`src/rtl/sha1_controller.sv`:
```
`default_nettype none
// ============================================================================
//  Module      : sha1_controller
//  Description : Control FSM for a single-block SHA-1 datapath. Sequences
//                message-schedule expansion (W16..W79), the 80 compression
//                rounds, the final hash update and the done flag.
//  Revision    : 1.0  initial release
// ============================================================================
module sha1_controller (
    input  logic       clk,
    input  logic       rst,
    input  logic       start,
    input  logic       j_lt_chunks,
    input  logic       l_lt_choose,
    input  logic       l_lt_parity_one,
    input  logic       l_lt_major,
    input  logic       l_lt_parity_two,
    output logic       busy,
    output logic       en_j,
    output logic       s_j,
    output logic       en_l,
    output logic       s_l,
    output logic       en_read_l,
    output logic       en_reassign,
    output logic       s_reassign,
    output logic       en_temp,
    output logic       s_temp,
    output logic       en_done,
    output logic       s_done,
    output logic       en_fk,
    output logic       en_update_hash,
    output logic       s_update_hash,
    output logic       en_fill_chunks,
    output logic       en_read_1,
    output logic       en_read_2,
    output logic       en_read_3,
    output logic       en_read_4,
    output logic       en_fill_1,
    output logic       en_fill_2,
    output logic       en_fill_3,
    output logic       en_fill_4,
    output logic [2:0] s_fk
);

    typedef enum logic [4:0] {
        S_IDLE    = 5'd0,
        S_INIT    = 5'd1,
        S_RD1     = 5'd2,
        S_W1      = 5'd3,
        S_F1      = 5'd4,
        S_W2      = 5'd5,
        S_F2      = 5'd6,
        S_W3      = 5'd7,
        S_F3      = 5'd8,
        S_W4      = 5'd9,
        S_F4      = 5'd10,
        S_WR      = 5'd11,
        S_INC     = 5'd12,
        S_CHK     = 5'd13,
        S_RNDINIT = 5'd14,
        S_RL      = 5'd15,
        S_RW      = 5'd16,
        S_RT      = 5'd17,
        S_RA      = 5'd18,
        S_RC      = 5'd19,
        S_HASH    = 5'd20,
        S_DONE    = 5'd21
    } state_t;

    localparam logic [2:0] FK_NONE   = 3'd0;
    localparam logic [2:0] FK_CHOOSE = 3'd1;
    localparam logic [2:0] FK_PAR1   = 3'd2;
    localparam logic [2:0] FK_PAR2   = 3'd3;
    localparam logic [2:0] FK_MAJOR  = 3'd4;

    state_t state_q;
    state_t state_d;

    // State register; reset drops straight to IDLE without waiting for clk.
    always_ff @(posedge clk or posedge rst) begin
        if (rst) begin
            state_q <= S_IDLE;
        end else begin
            state_q <= state_d;
        end
    end

    // Next-state logic; start is only looked at while idle.
    always_comb begin
        state_d = state_q;
        case (state_q)
            S_IDLE:    state_d = start ? S_INIT : S_IDLE;
            S_INIT:    state_d = S_RD1;
            S_RD1:     state_d = S_W1;
            S_W1:      state_d = S_F1;
            S_F1:      state_d = S_W2;
            S_W2:      state_d = S_F2;
            S_F2:      state_d = S_W3;
            S_W3:      state_d = S_F3;
            S_F3:      state_d = S_W4;
            S_W4:      state_d = S_F4;
            S_F4:      state_d = S_WR;
            S_WR:      state_d = S_INC;
            S_INC:     state_d = S_CHK;
            S_CHK:     state_d = j_lt_chunks ? S_RD1 : S_RNDINIT;
            S_RNDINIT: state_d = S_RL;
            S_RL:      state_d = S_RW;
            S_RW:      state_d = S_RT;
            S_RT:      state_d = S_RA;
            S_RA:      state_d = S_RC;
            S_RC:      state_d = l_lt_parity_two ? S_RL : S_HASH;
            S_HASH:    state_d = S_DONE;
            S_DONE:    state_d = S_IDLE;
            default:   state_d = S_IDLE;
        endcase
    end

    // Output decode of the registered state; only s_fk also looks at flags.
    always_comb begin
        busy           = (state_q != S_IDLE);
        en_j           = 1'b0;
        s_j            = 1'b0;
        en_l           = 1'b0;
        s_l            = 1'b0;
        en_read_l      = 1'b0;
        en_reassign    = 1'b0;
        s_reassign     = 1'b0;
        en_temp        = 1'b0;
        s_temp         = 1'b0;
        en_done        = 1'b0;
        s_done         = 1'b0;
        en_fk          = 1'b0;
        en_update_hash = 1'b0;
        s_update_hash  = 1'b0;
        en_fill_chunks = 1'b0;
        en_read_1      = 1'b0;
        en_read_2      = 1'b0;
        en_read_3      = 1'b0;
        en_read_4      = 1'b0;
        en_fill_1      = 1'b0;
        en_fill_2      = 1'b0;
        en_fill_3      = 1'b0;
        en_fill_4      = 1'b0;
        s_fk           = FK_NONE;
        case (state_q)
            S_INIT: begin
                en_j           = 1'b1;
                s_j            = 1'b1;
                en_l           = 1'b1;
                s_l            = 1'b1;
                en_reassign    = 1'b1;
                s_reassign     = 1'b1;
                en_update_hash = 1'b1;
                s_update_hash  = 1'b1;
                en_done        = 1'b1;
                s_done         = 1'b1;
            end
            S_RD1: en_read_1 = 1'b1;
            S_F1: begin
                en_fill_1 = 1'b1;
                en_read_2 = 1'b1;
            end
            S_F2: begin
                en_fill_2 = 1'b1;
                en_read_3 = 1'b1;
            end
            S_F3: begin
                en_fill_3 = 1'b1;
                en_read_4 = 1'b1;
            end
            S_F4:  en_fill_4      = 1'b1;
            S_WR:  en_fill_chunks = 1'b1;
            S_INC: en_j           = 1'b1;
            S_RNDINIT: begin
                en_l      = 1'b1;
                s_l       = 1'b1;
                en_read_1 = 1'b1;
            end
            S_RL: begin
                en_read_l = 1'b1;
                en_fk     = 1'b1;
                if (l_lt_choose) begin
                    s_fk = FK_CHOOSE;
                end else if (l_lt_parity_one) begin
                    s_fk = FK_PAR1;
                end else if (l_lt_major) begin
                    s_fk = FK_MAJOR;
                end else begin
                    s_fk = FK_PAR2;
                end
            end
            S_RT: en_temp = 1'b1;
            S_RA: begin
                en_reassign = 1'b1;
                en_l        = 1'b1;
            end
            S_HASH: en_update_hash = 1'b1;
            S_DONE: en_done        = 1'b1;
            default: begin
            end
        endcase
    end

endmodule
`default_nettype wire

```
`config.mk`:
```
export PLATFORM = sky130hd
export DESIGN_NAME = sha1_controller
export DESIGN_NICKNAME = d
export VERILOG_FILES = /design/src/rtl/sha1_controller.sv
export SDC_FILE = /design/constraint.sdc
export NUM_CORES = 1
export LEC_CHECK = 0
export CORE_UTILIZATION = 29
export DETAILED_ROUTE_END_ITERATION = 6
export PLACE_DENSITY = 0.76
export SYNTH_ARGS = -nofsm -noshare
export SYNTH_HDL_FRONTEND = slang
export SYNTH_SLANG_ARGS = --single-unit
```
`constraint.sdc`:
```
create_clock -name clk -period 1.4 [get_ports clk]
set_clock_uncertainty 0.15 [all_clocks]
set_input_delay 0.14 -clock clk [delete_from_list [all_inputs] [get_ports clk]]
set_output_delay 0.14 -clock clk [all_outputs]
set_load 0.1 [all_outputs]
```
==> results of run 1 <==
-- stage by stage --
stage	cell area (µm²)	utilization (%)	cells	setup slack (ns)
after floorplan	920	-	91	-1.21
after global placement	1540	76.1	158	-0.276
after detailed placement	1540	76.1	158	-0.317
after CTS	1680	82.9	170	-0.560
after global routing	1820	90.2	178	-0.671
final	1820	90.2	178	-0.642
-- layer usage --
metal | global-route usage, % | up-vias | part of all wire [%]
met5 | 0 | - | 0
met4 | 9.31 | 0 | 2.6
met3 | 1.87 | 10 | 5.4
met2 | 44.4 | 55 | 52
met1 | 31.8 | 456 | 40
li1 | - | 428 | -
-- final cells by class --
cell class | instances | area (µm²)
timing repair buffer | 75 | 990
multi-input combinational | 64 | 627
fill | 74 | 199
sequential | 5 | 128
tap | 27 | 33.8
clock buffer | 4 | 26.3
inverter | 3 | 18.8
-- final timing paths --
check | start | to | slack [ns] | depth (start not counted)
min in group asynchronous | rst | state_q[0] | 0.54 | 3
min reg2reg | state_q[2] | state_q[2] | 0.63 | 2
max | state_q[1] | en_l | -0.64 | 4
max in group asynchronous | rst | state_q[4] | 0.37 | 3
max reg2reg | state_q[3] | state_q[3] | -0.21 | 6
min | l_lt_parity_two | state_q[0] | 0.43 | 3
-- kinds of logic after synthesis --
logic type / count (synthesis)
buffers and inverters: 22
DFF: 5
AOI/OAI and AO/OA: 21
other: 1
and+or+nand+nor: 41
muxes: 1
-- cells in the mapped netlist --
cell type  instances
a211oi_1           1
a21o_1             1
a21oi_1            8
a21oi_2            1
a32oi_1            1
and2_1             1
and3_1             1
and3b_1            1
buf_1              1
buf_2              6
buf_4              9
buf_6              1
clkbuf_1           2
conb_1             1
dfrtp_1            5
inv_1              3
mux2_2             1
nand2_1            5
nand2b_1           1
nand3_1            1
nand4_1            2
nand4b_1           1
nor2_1             8
nor2b_1            4
nor3_1             5
nor3_2             1
nor3b_1            4
nor4_1             3
nor4b_1            1
o211ai_1           2
o21ai_0            4
o21ai_1            2
o32a_1             1
or2_1              1
or4b_4             1
-- timing repair --
item | 4_1_cts | 5_1_grt
hold buffers | 1 | 0
pin swaps | 8 | 6
resized for setup | 13 | 20
endpoints found under the hold margin | 5 | 0
endpoints found under the setup margin | 29 | 30
buffers inserted | 8 | 8
-- critical path, cell delays in order, from the launching register on --
cell	delay (ns)
dfrtp_1	0.42
or4b_4	0.57
a21oi_4	0.21
a21o_4	0.13
buf_12	0.17
==> qor.yml, run 1 <==
yosys:
  synth_xor_area_share_pct: 0
  yosysSeqAreaShare_pct: 19.6
  muxShareOfSynthArea_pct: 1.76
  synth_compound_area_share_pct: 20.0
  synth_area_leaders: "dfrtp_1 (20%), buf_4 (11%), a21oi_1 (6.3%)"
  netlist_area_um2: 639
  synth_cell_types: 35
  ys_warn_count: 0
  synth_seq_cells: 5
  synth_top_family_by_area: "simple AND/OR/NAND/NOR gates"
  syn_avg_cell_area_um2: 7.03
  synth_top_cell_area_share_pct: 19.6
  yosysTopAreaCell: "dfrtp_1"
  yosys.area_share.simple_pct: 37.6
  syn_nets: 99
  synth_cells: 91
  synth_adder_area_share_pct: 0
sta:
  setup_viol: 30
  fin_ws_ns: -0.642
  hold_viol: 0
  period_share_pct: 146
  whs_ns: 0.431
  max_freq_ghz: 0.490
  finalSetupTns_ns: -13.74
  rsz0062_at_grt: "true"
  slew_violations: 0
  finalWorstPathRequiredPeriod_ns: 2.04
outcome:
  status: "complete, but fails checks"
  violations: "negative setup slack"
layout:
  layout_common_cells: "buf_12 (28), buf_4 (24), buf_6 (15)"
  layout_commonest_cell: "buf_12"
  drive_gt1_share_pct: 70.2
  diodes: 0
  top_regs: "state_q x5"
  largest_reg_flops: 5
  area_delta_synth_final_pct: 185
  layout.nets: 160
  largest_register: "state_q"
grt:
  grt_max_degree: 17
  grt_use_total_pct: 25.2
  antenna_found_initial: 0
  grt_pass1_wl_um: 4620
  grt_pass1_vias: 924
  overflow: 0
clocking:
  clk_latency_ns: 0.26
  clkSinkCount: 5
  htree_levels: 1
  clockBufferDepth: 2
  clk_pin_slew_worst_paths_ns: 0.05
  cts_inserted_buffers: 3
  cts_tree: "built"
  clock-root-buffer: "clkbuf_4"
critical_path:
  cp.arrival_ns: 1.75
  crit_path_max_fanout: 3
  crit_path_start_kind: "flop"
  end_kind: "output pin"
  path_class: "reg2out"
  critPathRequiredTime_ns: 1.11
floorplanning:
  io_pins: 35
  initial_core_util_pct: 31.6
  num_rows: 16
  die-area_um2: 2400
  fp.dieH_um: 49.0
  die_x_um: 49.0
  core_region_area_um2: 2020
drt:
  ant_nets: 0
  via_count: 949
  viasPerCell: 5.33
  first_iter_violations: 36
  wire_per_inst_um: 18.5
  drc_errors: 0
  wl_um: 3290
  drtPass1Iterations: 4
hold_path:
  hold_class: "in2reg"
flow_run:
  maxCapViolCount: 0
place:
  dp.final_hpwl_um: 1910
  port_buffers: 33
  place.gp.congestion: 0.817
Power of run 1 is not shown: default switching activity piles up to over one toggle a cycle in this logic, so the estimate is an artifact.
==> run 2: changes to the inputs <==
- ABC_AREA: unset -> 1
- PLACE_DENSITY: 0.76 -> 0.75
==> run 2 against run 1 <==
Net effect:
- the run still ends with negative setup slack left
- die area increased by 7.1%
- final cell count increased by 24%
- flip-flop and latch count unchanged
- worst setup slack improved by 0.13 ns
- non-clock buffer count increased by 13
- area after synthesis increased by 7.4%
==> qor.yml, run 2 <==
floorplanning:
  die-area_um2: 2570  # +7.1%
  die_x_um: 50.7  # +3.5%
  initial_core_util_pct: 31.1  # -0.57 points
  core_region_area_um2: 2210  # +9.4%
  io_pins: 35  # unchanged
  fp.dieH_um: 50.7  # +3.5%
  num_rows: 17  # +1
clocking:
  clk_latency_ns: 0.25  # about the same
  clk_pin_slew_worst_paths_ns: 0.06  # about the same
  clockBufferDepth: 2  # unchanged
  cts_inserted_buffers: 3  # unchanged
  htree_levels: 1  # unchanged
  cts_tree: "built"
  clock-root-buffer: "clkbuf_4"
  clkSinkCount: 5  # unchanged
drt:
  drc_errors: 0  # unchanged
  wl_um: 4840  # +47%
  via_count: 1234  # +30%
  viasPerCell: 5.58  # +4.7%
  drtPass1Iterations: 4  # unchanged
  ant_nets: 0  # unchanged
  wire_per_inst_um: 21.9  # +19%
  first_iter_violations: 29  # -19%
layout:
  top_regs: "state_q x5"
  area_delta_synth_final_pct: 207
  largest_register: "state_q"
  largest_reg_flops: 5  # unchanged
  diodes: 0  # unchanged
  drive_gt1_share_pct: 75.1  # +4.9 points
  layout_common_cells: "buf_4 (36), buf_12 (28), buf_6 (16)"
  seqCellArea_um2: 130  # +2.0%
  layout.nets: 202  # +26%
  final.fill_count: 53  # -28%
  layout_commonest_cell: "buf_4"
  multi_input_area_um2: 701  # +12%
  stdcell_area_um2: 2110  # +16%
yosys:
  ys_warn_count: 0  # unchanged
  yosysMostFrequentCell: "nand2_1"
  ys.flop_type: "dfrtp_1"
  ys_top_cells_by_count: "nand2_1 (21), nor2_1 (18), inv_1 (10), inv_2 (10)"
  synth_area_leaders: "dfrtp_1 (18%), nand2_1 (11%), nor2_1 (9.8%)"
  synth_top_cell_area_share_pct: 18.2  # -1.4 points
  synth_seq_cells: 5  # unchanged
  synth_cell_types: 23  # -34%
  syn_avg_cell_area_um2: 6.19  # -12%
  yosysTopAreaCell: "dfrtp_1"
  netlist_area_um2: 687  # +7.4%
  synth_edf_count: 0  # unchanged
  yosysSeqAreaShare_pct: 18.2  # -1.4 points
  async_reset_ff_share_pct: 100  # unchanged
  syn_nets: 119  # +20%
  synth_cells: 111  # +22%
critical_path:
  crit_path_max_fanout: 6  # +3
  reg2reg_slack_ns: -0.37  # -0.16 ns
  crit_path_start_kind: "flop"
  critPathRequiredTime_ns: 1.11  # about the same
  path_class: "reg2out"
  cp.arrival_ns: 1.62  # -0.13 ns
  end_kind: "output pin"
hold_path:
  hold_class: "in2reg"
place:
  dp.final_hpwl_um: 2270  # +19%
  port_buffers: 33  # unchanged
  place.gp.congestion: 0.885  # +8.4%
  placed_area_um2: 1630  # +6.0%
flow_run:
  maxCapViolCount: 0  # unchanged
outcome:
  status: "complete, but fails checks"
  violations: "negative setup slack"
sta:
  whs_ns: 0.529  # +0.0981 ns
  finalWorstPathRequiredPeriod_ns: 1.91  # -0.131 ns
  slew_violations: 0  # unchanged
  rsz0062_at_grt: "true"
  max_freq_ghz: 0.523  # +6.9%
  setup_viol: 31  # +3.3%
  fin_ws_ns: -0.511  # +0.131 ns
  period_share_pct: 137  # -9.4 points
  hold_viol: 0  # unchanged
grt:
  grt_pass1_vias: 1102  # +19%
  grt_pass1_wl_um: 5490  # +19%
  grt_use_total_pct: 29.7  # +4.5 points
  antenna_found_initial: 0  # unchanged
  grt_max_degree: 7  # -10
  overflow: 0  # unchanged
==> run 2: cell types whose count changed after synthesis, sizes merged, moves of 3 or more <==
cell	before	now
o21ai	6	2
inv	3	20
buf	17	10
nand2	5	28
a21oi	9	1
nor2b	4	0
nor3b	4	0
nor2	8	22
nand3	1	11
nor3	6	3
==> run 2: kinds of logic (layout without fill, tap and decap cells) <==
logic type,count (synthesis),in the layout,synth area share [%]
other,1,1,0.546
buffers and inverters,30,112,23.0
and+or+nand+nor,71,71,55.0
AOI/OAI and AO/OA,4,4,3.28
DFF,5,5,18.2
==> run 2: worst paths after layout <==
| path | from | cells after the start | endpoint |
|---|---|---|---|
| worst max-delay path | state_q[4] | 7 | en_done |
| worst min-delay path | l_lt_parity_two | 3 | state_q[3] |
| worst max register to register | state_q[3] | 11 | state_q[2] |
| worst min register to register | state_q[0] | 3 | state_q[3] |
| max in group asynchronous | rst | 3 | state_q[2] |
| min in group asynchronous | rst | 3 | state_q[4] |
==> run 2: metal layers <==
layer / part of all wire [%] / vias up / global-route usage, %
met5: 0 / - / 0
met4: 6.9 / 0 / 16.2
met3: 7.7 / 40 / 4.55
met2: 52 / 115 / 56.0
met1: 33 / 577 / 30.9
li1: - / 502 / -
==> run 2: through the flow <==
step | util [%] | worst slack, ns | TNS [ns] | std cells
2_1_floorplan | - | -0.710 | -11.76 | 111
3_3_place_gp | 73.8 | -0.145 | -2.13 | 191
3_5_place_dp | 73.8 | -0.183 | -3.01 | 191
4_1_cts | 83.7 | -0.387 | -9.12 | 203
5_1_grt | 95.4 | -0.533 | -13.52 | 221
6_report | 95.4 | -0.511 | -12.67 | 221
==> run 2: cell type report <==
cell class,count,area share [%]
timing repair buffer,88,51.7
multi-input combinational,76,33.2
sequential,5,6.17
inverter,20,5.99
tap,28,1.66
clock buffer,4,1.25
==> run 2: critical path: stages (launching register included) <==
cell	delay, ns
dfrtp_1	0.44
inv_4	0.11
buf_4	0.14
nand2_4	0.06
nor2_4	0.20
inv_6	0.11
o31ai_4	0.09
buf_12	0.21
==> run 2: repair_timing <==
item,in CTS,in global routing
resized for setup,32,30
endpoints found under the hold margin,5,0
pin swaps,15,14
cloned,0,0
buffers inserted,8,20
hold buffers,1,0
endpoints found under the setup margin,31,31
Power of run 2 is left out for the same reason.
==> run 3: changes to the inputs <==
- CORE_UTILIZATION: 29 -> 35
- HOLD_SLACK_MARGIN: unset -> 0.08
- PLACE_DENSITY: 0.75 -> 0.86
==> run 3 against run 2 <==
Net effect:
- the flow now stops in clock tree synthesis (4_1_cts)
- synthesized cell count is the same
- area after synthesis unchanged
==> qor.yml, run 3 <==
outcome:
  status: "aborted with a tool error"
  lastStage: "clock tree synthesis (4_1_cts)"
  toolErrorMsg: "[ERROR DPL-0038] Utilization greater than 100%, impossible to legalize"
yosys:
  ys.flop_type: "dfrtp_1"
  synth_area_leaders: "dfrtp_1 (18%), nand2_1 (11%), nor2_1 (9.8%)"
  synth_xor_area_share_pct: 0  # unchanged
  synth_top_family_by_area: "simple AND/OR/NAND/NOR gates"
  synth_edf_count: 0  # unchanged
  ys_top_cells_by_count: "nand2_1 (21), nor2_1 (18), inv_1 (10), inv_2 (10)"
  yosysSeqAreaShare_pct: 18.2  # unchanged
  synth_cells: 111  # unchanged
  syn_nets: 119  # unchanged
  synth_adder_area_share_pct: 0  # unchanged
  synth_cell_types: 23  # unchanged
  syn_avg_cell_area_um2: 6.19  # unchanged
  synth_compound_area_share_pct: 3.28  # unchanged
  netlist_area_um2: 687  # unchanged
  async_reset_ff_share_pct: 100  # unchanged
  muxShareOfSynthArea_pct: 0  # unchanged
  yosys.area_share.simple_pct: 55.0  # unchanged
  ys_warn_count: 0  # unchanged
  synth_top_cell_area_share_pct: 18.2  # unchanged
  yosysTopAreaCell: "dfrtp_1"
  yosysMostFrequentCell: "nand2_1"
  synth_seq_cells: 5  # unchanged
place:
  place_ws_ns: -0.174  # +0.00867 ns
  port_buffers: 33  # unchanged
  placed_area_um2: 1590  # -2.4%
  dp.final_hpwl_um: 2810  # +24%
  place.gp.congestion: 1.01  # +14%
clocking:
  cts-resized-gates: 44  # +38%
  post_cts_buffers: 13  # +5
  clock-root-buffer: "clkbuf_4"
  cts_hold_buf: 1  # unchanged
  clockBufferDepth: 2  # unchanged
  clkSinkCount: 5  # unchanged
  cts_inserted_buffers: 3  # unchanged
  htree_levels: 1  # unchanged
floorplanning:
  io_pins: 35  # unchanged
  initial_core_util_pct: 38.5  # +7.5 points
  die_x_um: 46.3  # -8.6%
  fp.dieH_um: 46.3  # -8.6%
  num_rows: 15  # -2
## run 3: logic make-up after synthesis
logic type / after synthesis
AOI/OAI and AO/OA: 4
DFF: 5
and+or+nand+nor: 71
buffers and inverters: 30
other: 1
## run 3: stage by stage
stage,utilization (%),setup TNS (ns),hold slack (ns),cells
after floorplan,-,-11.76,-0.232,111
after global placement,89.3,-1.56,0.199,185
after detailed placement,89.3,-3.24,0.205,185
==> run 4: changes to the inputs <==
- CORE_AREA: unset -> 2 2 63 65
- CORE_UTILIZATION: 35 -> unset
- DIE_AREA: unset -> 0 0 65 67
- HOLD_SLACK_MARGIN: 0.08 -> unset
- PLACE_DENSITY: 0.86 -> unset
- PLACE_DENSITY_LB_ADDON: unset -> 0.15
- clock period: 1.4 -> 1.8 ns (I/O delays scaled with it)
==> run 4 against run 3 <==
Net effect:
- the flow now finishes, with violations (negative hold slack, negative setup slack)
==> qor.yml, run 4 (synthesis results as in run 2) <==
outcome:
  status: "complete, but fails checks"
  violations: "negative hold slack, negative setup slack"
place:
  place.gp.congestion: 0.844  # -17%
  dp.final_hpwl_um: 1920  # -32%
  port_buffers: 33  # unchanged
  placed_area_um2: 1470  # -7.8%
layout:
  layout.nets: 162
  drive_gt1_share_pct: 62.7
  multi_input_area_um2: 589
  layout_commonest_cell: "buf_12"
  top_regs: "state_q x5"
  stdcell_area_um2: 1630
  largest_register: "state_q"
  layout_common_cells: "buf_12 (26), nand2_1 (13), nor2_1 (13), buf_4 (13), inv_2 (10)"
  seqCellArea_um2: 130
  area_delta_synth_final_pct: 137
  final_core_util_pct: 45.1
  largest_reg_flops: 5
  final.fill_count: 353
  diodes: 0
critical_path:
  path_class: "reg2out"
  cp.arrival_ns: 1.47
  cp_common_cell: "nor2_4"
  crit_path_start_kind: "flop"
  cp_slowest_cell: "dfrtp_2"
  crit_path_max_fanout: 6
  critPathMaxStageDelay_ns: 0.44
  startpoint: "state_q[2]"
  worstRegToRegCells: 8
  critPathRequiredTime_ns: 1.47
  crit_chain: "nor2_4 -> nand2_4 -> nor2_4 -> inv_6 -> o31ai_4 -> buf_12"
  end_kind: "output pin"
  rr_startpoint: "state_q[2]"
clocking:
  clkSinkCount: 5  # unchanged
  clk_pin_slew_worst_paths_ns: 0.04
  htree_levels: 1  # unchanged
  clk_latency_ns: 0.23
  clock-root-buffer: "clkbuf_8"
  cts_tree: "built"
  clockBufferDepth: 2  # unchanged
  cts_inserted_buffers: 3  # unchanged
drt:
  viasPerCell: 4.23
  drtPass1Iterations: 4
  wire_per_inst_um: 11.6
  drc_errors: 0
  via_count: 850
  first_iter_violations: 7
  ant_nets: 0
  wl_um: 2320
floorplanning:
  core_region_area_um2: 3610
  die_x_um: 65  # +40%
  die-area_um2: 4360
  initial_core_util_pct: 19.0  # -19 points
  fp.dieH_um: 67  # +45%
  io_pins: 35  # unchanged
  num_rows: 22  # +7
hold_path:
  hold_class: "in2async"
sta:
  max_freq_ghz: 0.555
  finalSetupTns_ns: -0.00252
  period_share_pct: 100
  rsz0062_at_grt: "true"
  setup_viol: 1
  fin_ws_ns: -0.00252
  slew_violations: 0
  hold_viol: 4
  whs_ns: -0.00664
  finalWorstPathRequiredPeriod_ns: 1.80
grt:
  grt_use_total_pct: 12.0
  grt_max_degree: 8
  grt_pass1_vias: 876
  overflow: 0
  grt_pass1_wl_um: 3970
  antenna_found_initial: 0
flow_run:
  maxCapViolCount: 0
## run 4: final cells by class
cell class | instances | area share (%)
timing repair buffer | 48 | 43.7
multi-input combinational | 76 | 36.3
sequential | 5 | 8.01
inverter | 20 | 5.47
tap | 48 | 3.70
clock buffer | 3 | 2.54
clock inverter | 1 | 0.308
## run 4: per-layer routing
layer  vias up  global-route usage, %  wire length [µm]
met4         0                   5.32                43
li1        422                      -                 -
met5         -                      0                 0
met1       397                   14.3               944
met2        26                   20.6              1200
met3         5                   2.70               132
## run 4: through the flow
stage	setup slack [ns]	instances	hold WS, ns
6_report	-0.00252	201	-0.00664
5_1_grt	-0.0668	201	0.0264
4_1_cts	0.0000254	198	0.00814
3_5_place_dp	0.121	189	0.251
3_3_place_gp	0.130	189	0.239
2_1_floorplan	-0.350	111	-0.192
## run 4: worst max-delay path, delay by kind of cell, from the launching register on
family | cells | cell delay [ns]
AND/OR/NAND/NOR | 3 | 0.41
AO/OA/AOI/OAI | 1 | 0.08
buffers and inverters | 2 | 0.31
flip-flops | 1 | 0.44
## run 4: what timing repair did
action	CTS	global route
gates resized for setup	9	7
pin swaps	2	2
buffers inserted	5	3
hold buffers	0	0
endpoints found under the setup margin	12	20
gates cloned	0	0
## run 4: worst paths after layout
check,slack [ns],endpoint
setup reg to reg,0.38,state_q[0]
hold / removal,-0.007,state_q[0]
hold reg to reg,0.56,state_q[0]
max in group asynchronous,1.32,state_q[2]
setup / recovery,-0.003,en_done
min in group clk,0.49,state_q[1]
Power of run 4 is left out for the same reason.
